<file path="config.mk">
export PLATFORM = sky130hd
export DESIGN_NAME = icache_ctrl_nway_flat
export DESIGN_NICKNAME = d
export VERILOG_FILES = /design/src/rtl/icache_pkg.sv /design/src/rtl/icache_ctrl_nway_if.sv /design/src/rtl/icache_beat_cnt.sv /design/src/rtl/icache_ctrl_nway.sv /design/src/flat_wrapper.sv
export SDC_FILE = /design/constraint.sdc
export NUM_CORES = 1
export LEC_CHECK = 0
export ABC_AREA = 1
export BUFFER_PORTS_ARGS = -buffer_cell sky130_fd_sc_hd__buf_2
export CELL_PAD_IN_SITES_DETAIL_PLACEMENT = 1
export CELL_PAD_IN_SITES_GLOBAL_PLACEMENT = 1
export CORE_ASPECT_RATIO = 2
export CORE_MARGIN = 3
export CORE_UTILIZATION = 30
export CTS_CLUSTER_SIZE = 24
export DETAILED_ROUTE_END_ITERATION = 10
export GPL_TIMING_DRIVEN = 0
export MAX_ROUTING_LAYER = met4
export PLACE_DENSITY_LB_ADDON = 0.2
export RECOVER_POWER = 25
export SETUP_SLACK_MARGIN = 0.2
export SLEW_MARGIN = 20
export SYNTH_ARGS = -nofsm -noshare
export SYNTH_HDL_FRONTEND = slang
export SYNTH_SLANG_ARGS = --single-unit
</file>
<file path="constraint.sdc">
create_clock -name clk -period 1.66 [get_ports clk]
set_input_delay 0.166 -clock clk [delete_from_list [all_inputs] [get_ports clk]]
set_output_delay 0.166 -clock clk [all_outputs]
set_load 0.1 [all_outputs]
</file>
<file path="src/rtl/icache_pkg.sv">
// icache_pkg: shared state encoding, AXI length width and line-offset helper for the icache controller
package icache_pkg;
  typedef enum logic [2:0] {IDLE, LOOKUP, MISS_A, MISS_R, REFILL, CACOP} state_t;
  localparam int AXI_LEN_W = 8;
  function automatic int off_w(input int line_words);
    return $clog2(line_words) + 2;
  endfunction
endpackage

</file>
<file path="src/rtl/icache_ctrl_nway_if.sv">
// icache_ctrl_nway_if: AXI-style read address/data channel between icache controller and read master
interface icache_ctrl_nway_if #(parameter int ADDR_W = 32);
  import icache_pkg::*;
  logic                 i_arvalid;
  logic                 i_arready;
  logic [ADDR_W-1:0]    i_araddr;
  logic [AXI_LEN_W-1:0] i_arlen;
  logic                 i_rvalid;
  logic                 i_rready;
  logic                 i_rlast;
  modport master (output i_arvalid, i_araddr, i_arlen, i_rready, input i_arready, i_rvalid, i_rlast);
  modport slave (input i_arvalid, i_araddr, i_arlen, i_rready, output i_arready, i_rvalid, i_rlast);
endinterface

</file>
<file path="src/rtl/icache_beat_cnt.sv">
// icache_beat_cnt: refill beat counter that saturates once a full line has been written
module icache_beat_cnt #(parameter int LINE_WORDS = 4) (
  input  logic                          clk,
  input  logic                          rst,
  input  logic                          clr,
  input  logic                          inc,
  output logic [$clog2(LINE_WORDS)-1:0] idx,
  output logic                          sat
);
  localparam int IW = $clog2(LINE_WORDS);
  logic [IW:0] cnt;
  // count accepted beats, holding at LINE_WORDS so surplus beats never wrap onto word 0
  always_ff @(posedge clk or posedge rst)
    if (rst) cnt <= '0;
    else if (clr) cnt <= '0;
    else if (inc && !sat) cnt <= cnt + 1'b1;
  assign sat = cnt[IW];
  assign idx = cnt[IW-1:0];
endmodule

</file>
<file path="src/rtl/icache_ctrl_nway.sv">
// icache_ctrl_nway: N-way icache control FSM (lookup, burst refill, uncached fetch; CACOP invalidate when ICACHE_CACOP_EN is defined)
module icache_ctrl_nway import icache_pkg::*; #(
  parameter int NUM_WAYS   = 2,
  parameter int LINE_WORDS = 4,
  parameter int ADDR_W     = 32
) (
  input  logic                          clk,
  input  logic                          rst,
  input  logic                          rvalid,
  output logic                          rready,
  input  logic [ADDR_W-1:0]             addr,
  input  logic                          uncache,
  input  logic [NUM_WAYS-1:0]           hit,
  input  logic [NUM_WAYS-1:0]           repl_way,
  icache_ctrl_nway_if.master            axi,
  output logic                          fbuf_we,
  output logic [$clog2(LINE_WORDS)-1:0] fbuf_idx,
  output logic                          fbuf_clear,
  output logic                          rbuf_we,
  output logic                          data_from_mem_sel,
  output logic [NUM_WAYS-1:0]           mem_we,
  output logic [NUM_WAYS-1:0]           tagv_we,
  output logic                          tagv_clr,
  output logic                          lru_update,
  output logic [NUM_WAYS-1:0]           lru_way,
  input  logic                          cacop_req,
  input  logic [NUM_WAYS-1:0]           cacop_way,
  output logic                          cacop_ack
);
  localparam int OW = off_w(LINE_WORDS);
  state_t                 state;
  logic [ADDR_W-1:0]      araddr_q;
  logic [AXI_LEN_W-1:0]   arlen_q;
  logic [NUM_WAYS-1:0]    way_q;
  logic                   unc_q;
  logic                   hit_any;
  logic                   cacop_go;
  logic                   sat;
  logic                   unused_addr;
  assign hit_any     = |hit;
  assign unused_addr = ^addr[1:0];
`ifdef ICACHE_CACOP_EN
  assign cacop_go = cacop_req;
`else
  logic unused_cacop;
  assign cacop_go     = 1'b0;
  assign unused_cacop = ^{cacop_req, cacop_way};
`endif
  assign axi.i_araddr = araddr_q;
  assign axi.i_arlen  = arlen_q;
  icache_beat_cnt #(.LINE_WORDS(LINE_WORDS)) u_cnt (
    .clk (clk),
    .rst (rst),
    .clr (state != MISS_R),
    .inc (state == MISS_R && axi.i_rvalid),
    .idx (fbuf_idx),
    .sat (sat)
  );
  // state sequencing; a miss captures the burst address/length, victim way and uncached flag on leaving LOOKUP
  always_ff @(posedge clk or posedge rst)
    if (rst) begin
      state    <= IDLE;
      araddr_q <= '0;
      arlen_q  <= '0;
      way_q    <= '0;
      unc_q    <= 1'b0;
    end else begin
      case (state)
        IDLE:   state <= cacop_go ? CACOP : rvalid ? LOOKUP : IDLE;
        LOOKUP: if (uncache || !hit_any) begin
          state    <= MISS_A;
          araddr_q <= uncache ? {addr[ADDR_W-1:2], 2'b0} : {addr[ADDR_W-1:OW], {OW{1'b0}}};
          arlen_q  <= uncache ? '0 : AXI_LEN_W'(LINE_WORDS - 1);
          way_q    <= repl_way;
          unc_q    <= uncache;
        end else state <= rvalid ? LOOKUP : IDLE;
        MISS_A: if (axi.i_arready) state <= MISS_R;
        MISS_R: if (axi.i_rvalid && axi.i_rlast) state <= unc_q ? IDLE : REFILL;
        default: state <= IDLE;
      endcase
    end
  // output decode from state and live inputs; anything not driven in a state stays 0
  always_comb begin
    rready            = 1'b0;
    rbuf_we           = 1'b0;
    fbuf_clear        = 1'b0;
    fbuf_we           = 1'b0;
    data_from_mem_sel = 1'b0;
    mem_we            = '0;
    tagv_we           = '0;
    tagv_clr          = 1'b0;
    lru_update        = 1'b0;
    lru_way           = '0;
    cacop_ack         = 1'b0;
    axi.i_arvalid     = 1'b0;
    axi.i_rready      = 1'b0;
    case (state)
      IDLE: begin
        rready     = 1'b1;
        rbuf_we    = 1'b1;
        fbuf_clear = 1'b1;
      end
      LOOKUP: if (!uncache && hit_any) begin
        rready     = 1'b1;
        rbuf_we    = 1'b1;
        fbuf_clear = 1'b1;
        lru_update = 1'b1;
        lru_way    = hit;
      end
      MISS_A: axi.i_arvalid = 1'b1;
      MISS_R: begin
        axi.i_rready      = 1'b1;
        fbuf_we           = axi.i_rvalid && !sat;
        rready            = axi.i_rvalid && axi.i_rlast && unc_q;
        data_from_mem_sel = axi.i_rvalid && axi.i_rlast && unc_q;
      end
      REFILL: begin
        mem_we            = way_q;
        tagv_we           = way_q;
        rready            = 1'b1;
        data_from_mem_sel = 1'b1;
        lru_update        = 1'b1;
        lru_way           = way_q;
      end
`ifdef ICACHE_CACOP_EN
      CACOP: begin
        tagv_we   = cacop_way;
        tagv_clr  = 1'b1;
        cacop_ack = 1'b1;
      end
`endif
      default: ;
    endcase
  end
endmodule

</file>
<file path="src/flat_wrapper.sv">
// flat-port wrapper written by rule: the top's interface ports become plain ports
module icache_ctrl_nway_flat import icache_pkg::*;
#(
  parameter int NUM_WAYS   = 2,
  parameter int LINE_WORDS = 4,
  parameter int ADDR_W     = 32
)
  (clk, rst, rvalid, rready, addr, uncache, hit, repl_way, fbuf_we, fbuf_idx, fbuf_clear, rbuf_we, data_from_mem_sel, mem_we, tagv_we, tagv_clr, lru_update, lru_way, cacop_req, cacop_way, cacop_ack, axi_i_arvalid, axi_i_araddr, axi_i_arlen, axi_i_rready, axi_i_arready, axi_i_rvalid, axi_i_rlast);
  icache_ctrl_nway_if #(.ADDR_W(ADDR_W)) axi_i ();
  input  logic clk;
  input  logic rst;
  input  logic rvalid;
  output logic rready;
  input  logic [ADDR_W-1:0] addr;
  input  logic uncache;
  input  logic [NUM_WAYS-1:0] hit;
  input  logic [NUM_WAYS-1:0] repl_way;
  output logic fbuf_we;
  output logic [$clog2(LINE_WORDS)-1:0] fbuf_idx;
  output logic fbuf_clear;
  output logic rbuf_we;
  output logic data_from_mem_sel;
  output logic [NUM_WAYS-1:0] mem_we;
  output logic [NUM_WAYS-1:0] tagv_we;
  output logic tagv_clr;
  output logic lru_update;
  output logic [NUM_WAYS-1:0] lru_way;
  input  logic cacop_req;
  input  logic [NUM_WAYS-1:0] cacop_way;
  output logic cacop_ack;
  output wire logic [$bits(axi_i.i_arvalid)-1:0] axi_i_arvalid;
  output wire logic [$bits(axi_i.i_araddr)-1:0] axi_i_araddr;
  output wire logic [$bits(axi_i.i_arlen)-1:0] axi_i_arlen;
  output wire logic [$bits(axi_i.i_rready)-1:0] axi_i_rready;
  input wire logic [$bits(axi_i.i_arready)-1:0] axi_i_arready;
  input wire logic [$bits(axi_i.i_rvalid)-1:0] axi_i_rvalid;
  input wire logic [$bits(axi_i.i_rlast)-1:0] axi_i_rlast;
  assign axi_i_arvalid = axi_i.i_arvalid;
  assign axi_i_araddr = axi_i.i_araddr;
  assign axi_i_arlen = axi_i.i_arlen;
  assign axi_i_rready = axi_i.i_rready;
  assign axi_i.i_arready = axi_i_arready;
  assign axi_i.i_rvalid = axi_i_rvalid;
  assign axi_i.i_rlast = axi_i_rlast;
  icache_ctrl_nway #(.NUM_WAYS(NUM_WAYS), .LINE_WORDS(LINE_WORDS), .ADDR_W(ADDR_W)) u_core (.clk(clk), .rst(rst), .rvalid(rvalid), .rready(rready), .addr(addr), .uncache(uncache), .hit(hit), .repl_way(repl_way), .axi(axi_i), .fbuf_we(fbuf_we), .fbuf_idx(fbuf_idx), .fbuf_clear(fbuf_clear), .rbuf_we(rbuf_we), .data_from_mem_sel(data_from_mem_sel), .mem_we(mem_we), .tagv_we(tagv_we), .tagv_clr(tagv_clr), .lru_update(lru_update), .lru_way(lru_way), .cacop_req(cacop_req), .cacop_way(cacop_way), .cacop_ack(cacop_ack));
endmodule
</file>
After elaboration in Yosys (flattened, before gate mapping) --
Cells that the tools add are included.
Operators by class: muxes and demuxes 21, add/sub/neg operators 1, reduce and logical (&&, ||, !) cells 16, eq/ne operators 7
Operator list (number):
- $mux 3 | 6
- $pmux 3 s4 | 1
- $eq 3x2->1 const B | 2
- $logic_and 1x1->1 | 6
- $mux 2 | 3
- $pmux 1 s2 | 3
- $mux 1 | 5
- $mux 4 | 1
- $ne 2x2->1 const B | 2
- $pmux 2 s2 | 1
- $reduce_and 2->1 | 2
- $reduce_or 2->1 | 2
- $add 3x1->3 const B | 1
- $eq 3x1->1 const B | 1
- $eq 3x3->1 const B | 1
- $logic_not 1->1 | 3
- $logic_not 3->1 | 1
- $ne 3x2->1 const B | 1
- $pmux 1 s3 | 1
- $reduce_bool 2->1 | 1
- $logic_or 1x1->1 | 1
Storage, ports and cells: flip-flop bits (word level) 49

Depth between registers and ports, before layout --
depth in word-level cells 5, mapped depth 7

Cells and area by module --
A second synthesis with hierarchy kept.
Second synthesis, totals: cell total of the unflattened synthesis 218, area, all modules 1834.3 µm²
Modules (own cells, without submodules):
- icache_ctrl_nway | instances 1, sequential area each 925.9 µm², area an instance 1686.6 µm², cells each 201
- icache_beat_cnt | instances 1, sequential area each 75.1 µm², area an instance 147.6 µm², cells each 17

Worst setup path after synthesis --
Ideal clock, no wire load.
kind reg2out, start point register u_core.state[0], end point output port rbuf_we, setup slack -1.848 ns, arrival time 3.342 ns, cell stages (with the launch flop) 5, path buffers 1, cell sequence dfrtp_1 > nor2_1 > inv_1 > o21ai_0 > buf_4
On the way: longest elaborated chain between the ends 2, elaborated cells between the ends (all ways) 3
Ends and longest elaborated chain:
- start: declaration | line icache_ctrl_nway.sv:31 | state_t state;
- start signal: assignment | line icache_ctrl_nway.sv:69 | IDLE: state <= cacop_go ? CACOP : rvalid ? LOOKUP : IDLE;
- start signal: assignment | line icache_ctrl_nway.sv:76 | end else state <= rvalid ? LOOKUP : IDLE;
- start signal: assignment | line icache_ctrl_nway.sv:78 | MISS_R: if (axi.i_rvalid && axi.i_rlast) state <= unc_q ? IDLE : REFILL;
- $eq 3x1->1 or $logic_not 3->1 (tied branches)
- $pmux 1 s2 *
- end: declaration | line flat_wrapper.sv:21 | output logic rbuf_we;
Mark *: on every way between the ends. The rest lies on a longest branch, timed or not.

Worst setup path in the final report --
start point register u_core.state[2], end point output port rready
On the way: longest elaborated chain between the ends 3, elaborated cells between the ends (all ways) 6
Ends and longest elaborated chain:
- $eq 3x3->1 or $logic_not 3->1 (tied branches) | line icache_ctrl_nway.sv:97 | case (state)
- $reduce_or 2->1 (no line)
- $pmux 1 s3 * | line icache_ctrl_nway.sv:97
- end: declaration | line flat_wrapper.sv:13 | output logic rready;
Marked as above.

==> flow_metrics.env <==
export IMPL_status="complete, but fails checks"
export IMPL_start_kind="flip-flop"
export IMPL_cts_root_buffer_cell="clkbuf_8"
export IMPL_synth_top_cell_by_area="dfrtp_1"
export IMPL_placed_cell_area_um2=2449
export IMPL_vias=1857
export IMPL_global_route_usage_sum_pct=19.50
export IMPL_gp_routability_congestion=0.7074
export IMPL_preCtsSetupSlack_ns=-0.4253
export IMPL_grt_pass1_wl_um=9604
export IMPL_clk_latency_ns=0.29
export IMPL_mostFrequentLayoutCells="buf_2 (74), nand2_1 (63), dfrtp_1 (36), nand2_2 (31), buf_4 (18)"
export IMPL_floorplan_initialDensity_pct=31.71
export IMPL_period_share_pct=105.1
export IMPL_dp_cells=368
export IMPL_post_layout_nonfiller_instances=401
export IMPL_ctsLongestPathBuffers=2
export IMPL_die_width_um=60.23
export IMPL_timing_final_setup_violations=9
export IMPL_antenna_found_initial=0
export IMPL_sequential_share_of_the_synthesized_area_pct=56.74
export IMPL_timing_critical_path_arrival_ns=1.58
export IMPL_viasPerCell=4.631
export IMPL_finish_utilization_pct=59.24
export IMPL_gr_total_overflow=0
export IMPL_rsz0062_at_grt="true"
export IMPL_num_nets_final=387
export IMPL_dr_pass1_iters=3
export IMPL_synth_seq_cells=40
export IMPL_num_rows=38
export IMPL_timing_critical_path_to_type="output pin"
export IMPL_grt_start_max_net_pins=22
export IMPL_tritoncts_num_buffers=5
export IMPL_initialDrtViolationCount=25
export IMPL_layout_cells_most_common="buf_2"
export IMPL_maxSlewViolCount=0
export IMPL_cts_reportedPaths_clkPinSlew_ns=0.07
export IMPL_synthToLayoutAreaGrowth_pct=86.81
export IMPL_place_hpwl_um=4181
export IMPL_num_io_pins=104
export IMPL_io_buffers=88
export IMPL_number_of_global_route_vias_before_repair=2029
export IMPL_antennaDiodeCount=0
export IMPL_drive_gt1_share_pct=59.82
export IMPL_hp_class="input pin to flip-flop"
export IMPL_violated_checks="negative setup slack"
export IMPL_yosys_area_top_type_share_pct=56.74
export IMPL_cts_sinks=40
export IMPL_clock_tree_htree_level_count=2
export IMPL_mappedNetlistArea_um2=1764
export IMPL_synthesis_area_per_instance_um2=8.401
export IMPL_remaining_drcs=0
export IMPL_synth_warning_count=0
export IMPL_max_freq_ghz=0.5734
export IMPL_drtAntennaViolNets=0
export IMPL_die_area_um2=6893
export IMPL_cts_tree="built"
export IMPL_core_area_um2=5563
export IMPL_max_cap_viol_count=0
export IMPL_routed_wire_length_per_instance_um=16.49
export IMPL_timing_hold_violations_final=0
export IMPL_netlist_cell_type_count=19
export IMPL_slew_limit_headroom_pct=48.11
export IMPL_die_height_um=114.5
export IMPL_timing_worst_slew_pin_value_ns=0.7774
export IMPL_worstPathMaxFanout=3
export IMPL_crit_type="flip-flop to output pin"
export IMPL_finClkSkew_ns=0.003653
export IMPL_synth_cells=210
export IMPL_layout_setup_ws_ns=-0.08389
export IMPL_totalWireLength_um=6612
export IMPL_min_period_ns=1.744
export IMPL_postLayoutCellArea_um2=3296
export IMPL_synth_area_leaders="dfrtp_1 (57%), nand2_1 (22%), buf_4 (6.0%)"
export IMPL_worst_ep_required_ns=1.49
## sequential cells by signal, indices dropped and copies added, names as in the netlist
name	count
u_core.u_cnt.cnt	3
u_core.unc_q	1
u_core.state	3
u_core.axi.i_arlen	1
u_core.way_q	2
u_core.axi.i_araddr	30
## synthesized netlist by cell type
cell and count:
nand2_1 103, dfrtp_1 40, buf_4 14, inv_1 11
nand3_1 9, nor2_1 8, buf_2 6, o21ai_0 5
a21oi_1 3, a31o_2 2, conb_1 1, ha_1 1
inv_2 1, nand4_1 1, nor2_2 1, nor3_1 1
nor3_4 1, nor4_1 1, o21a_1 1
## cell type report
| type | instances | area (um^2) |
|---|---|---|
| Fill cell | 635 | 2267 |
| Buffer | 20 | 202.7 |
| Sequential cell | 40 | 1006 |
| Tap cell | 60 | 75.07 |
| Timing Repair Buffer | 114 | 991.0 |
| Inverter | 12 | 56.30 |
| Clock buffer | 8 | 90.09 |
| Multi-Input combinational cell | 147 | 874.6 |
## repair_timing
item | in CTS | in global routing
hold buffers | 1 | 0
gates resized for setup | 95 | 59
buffers inserted | 13 | 5
hold endpoints to repair | 19 | 0
cloned | 3 | 3
setup endpoints to repair | 48 | 50
pin swaps | 8 | 31
## worst max-delay path, stage by stage (launching register included)
cell and delay, ns:
dfrtp_2 0.45, inv_2 0.09, nand3_4 0.10, clkinvlp_4 0.10
nand4_1 0.21, nand3_4 0.14, buf_12 0.18
## cells by family (layout without fill, tap and decap cells)
family,Yosys count,count (layout),synth area share (%)
and+or+nand+nor,125,125,28.44
DFF,40,40,56.74
buffers and inverters,32,154,10.21
AOI/OAI and AO/OA,11,11,3.688
adders and majority gates,1,1,0.7091
other,1,10,0.2126
## final timing paths
path,start,end,slack (ns),cells after the start
min in group asynchronous,rst,u_core.axi.i_araddr[25],0.56,3
max reg2reg,u_core.state[1],u_core.axi.i_araddr[22],-0.01,10
min,addr[30],u_core.axi.i_araddr[30],0.06,3
max,u_core.state[2],rready,-0.08,6
min reg2reg,u_core.axi.i_araddr[6],u_core.axi.i_araddr[6],0.47,2
max in group asynchronous,rst,u_core.axi.i_arlen[0],0.21,4
## per-stage QoR
step                      hold slack [ns]  TNS [ns]
after detailed placement           0.2170    -2.220
final                             0.06284   -0.3885
after CTS                         0.05627   -0.2338
after global placement             0.3680    -3.468
after global routing              0.05644    -2.500
after floorplan                    0.2826    -1.777
## routing by layer
metal	up-vias	track usage, %	wire (um)
met2	68	37.72	3984
met3	14	4.176	310
met5	-	-	0
met1	898	17.64	2121
met4	0	6.065	196
li1	877	-	-
Power is not shown: default switching activity piles up to over one toggle a cycle in this logic, so the estimate is an artifact.
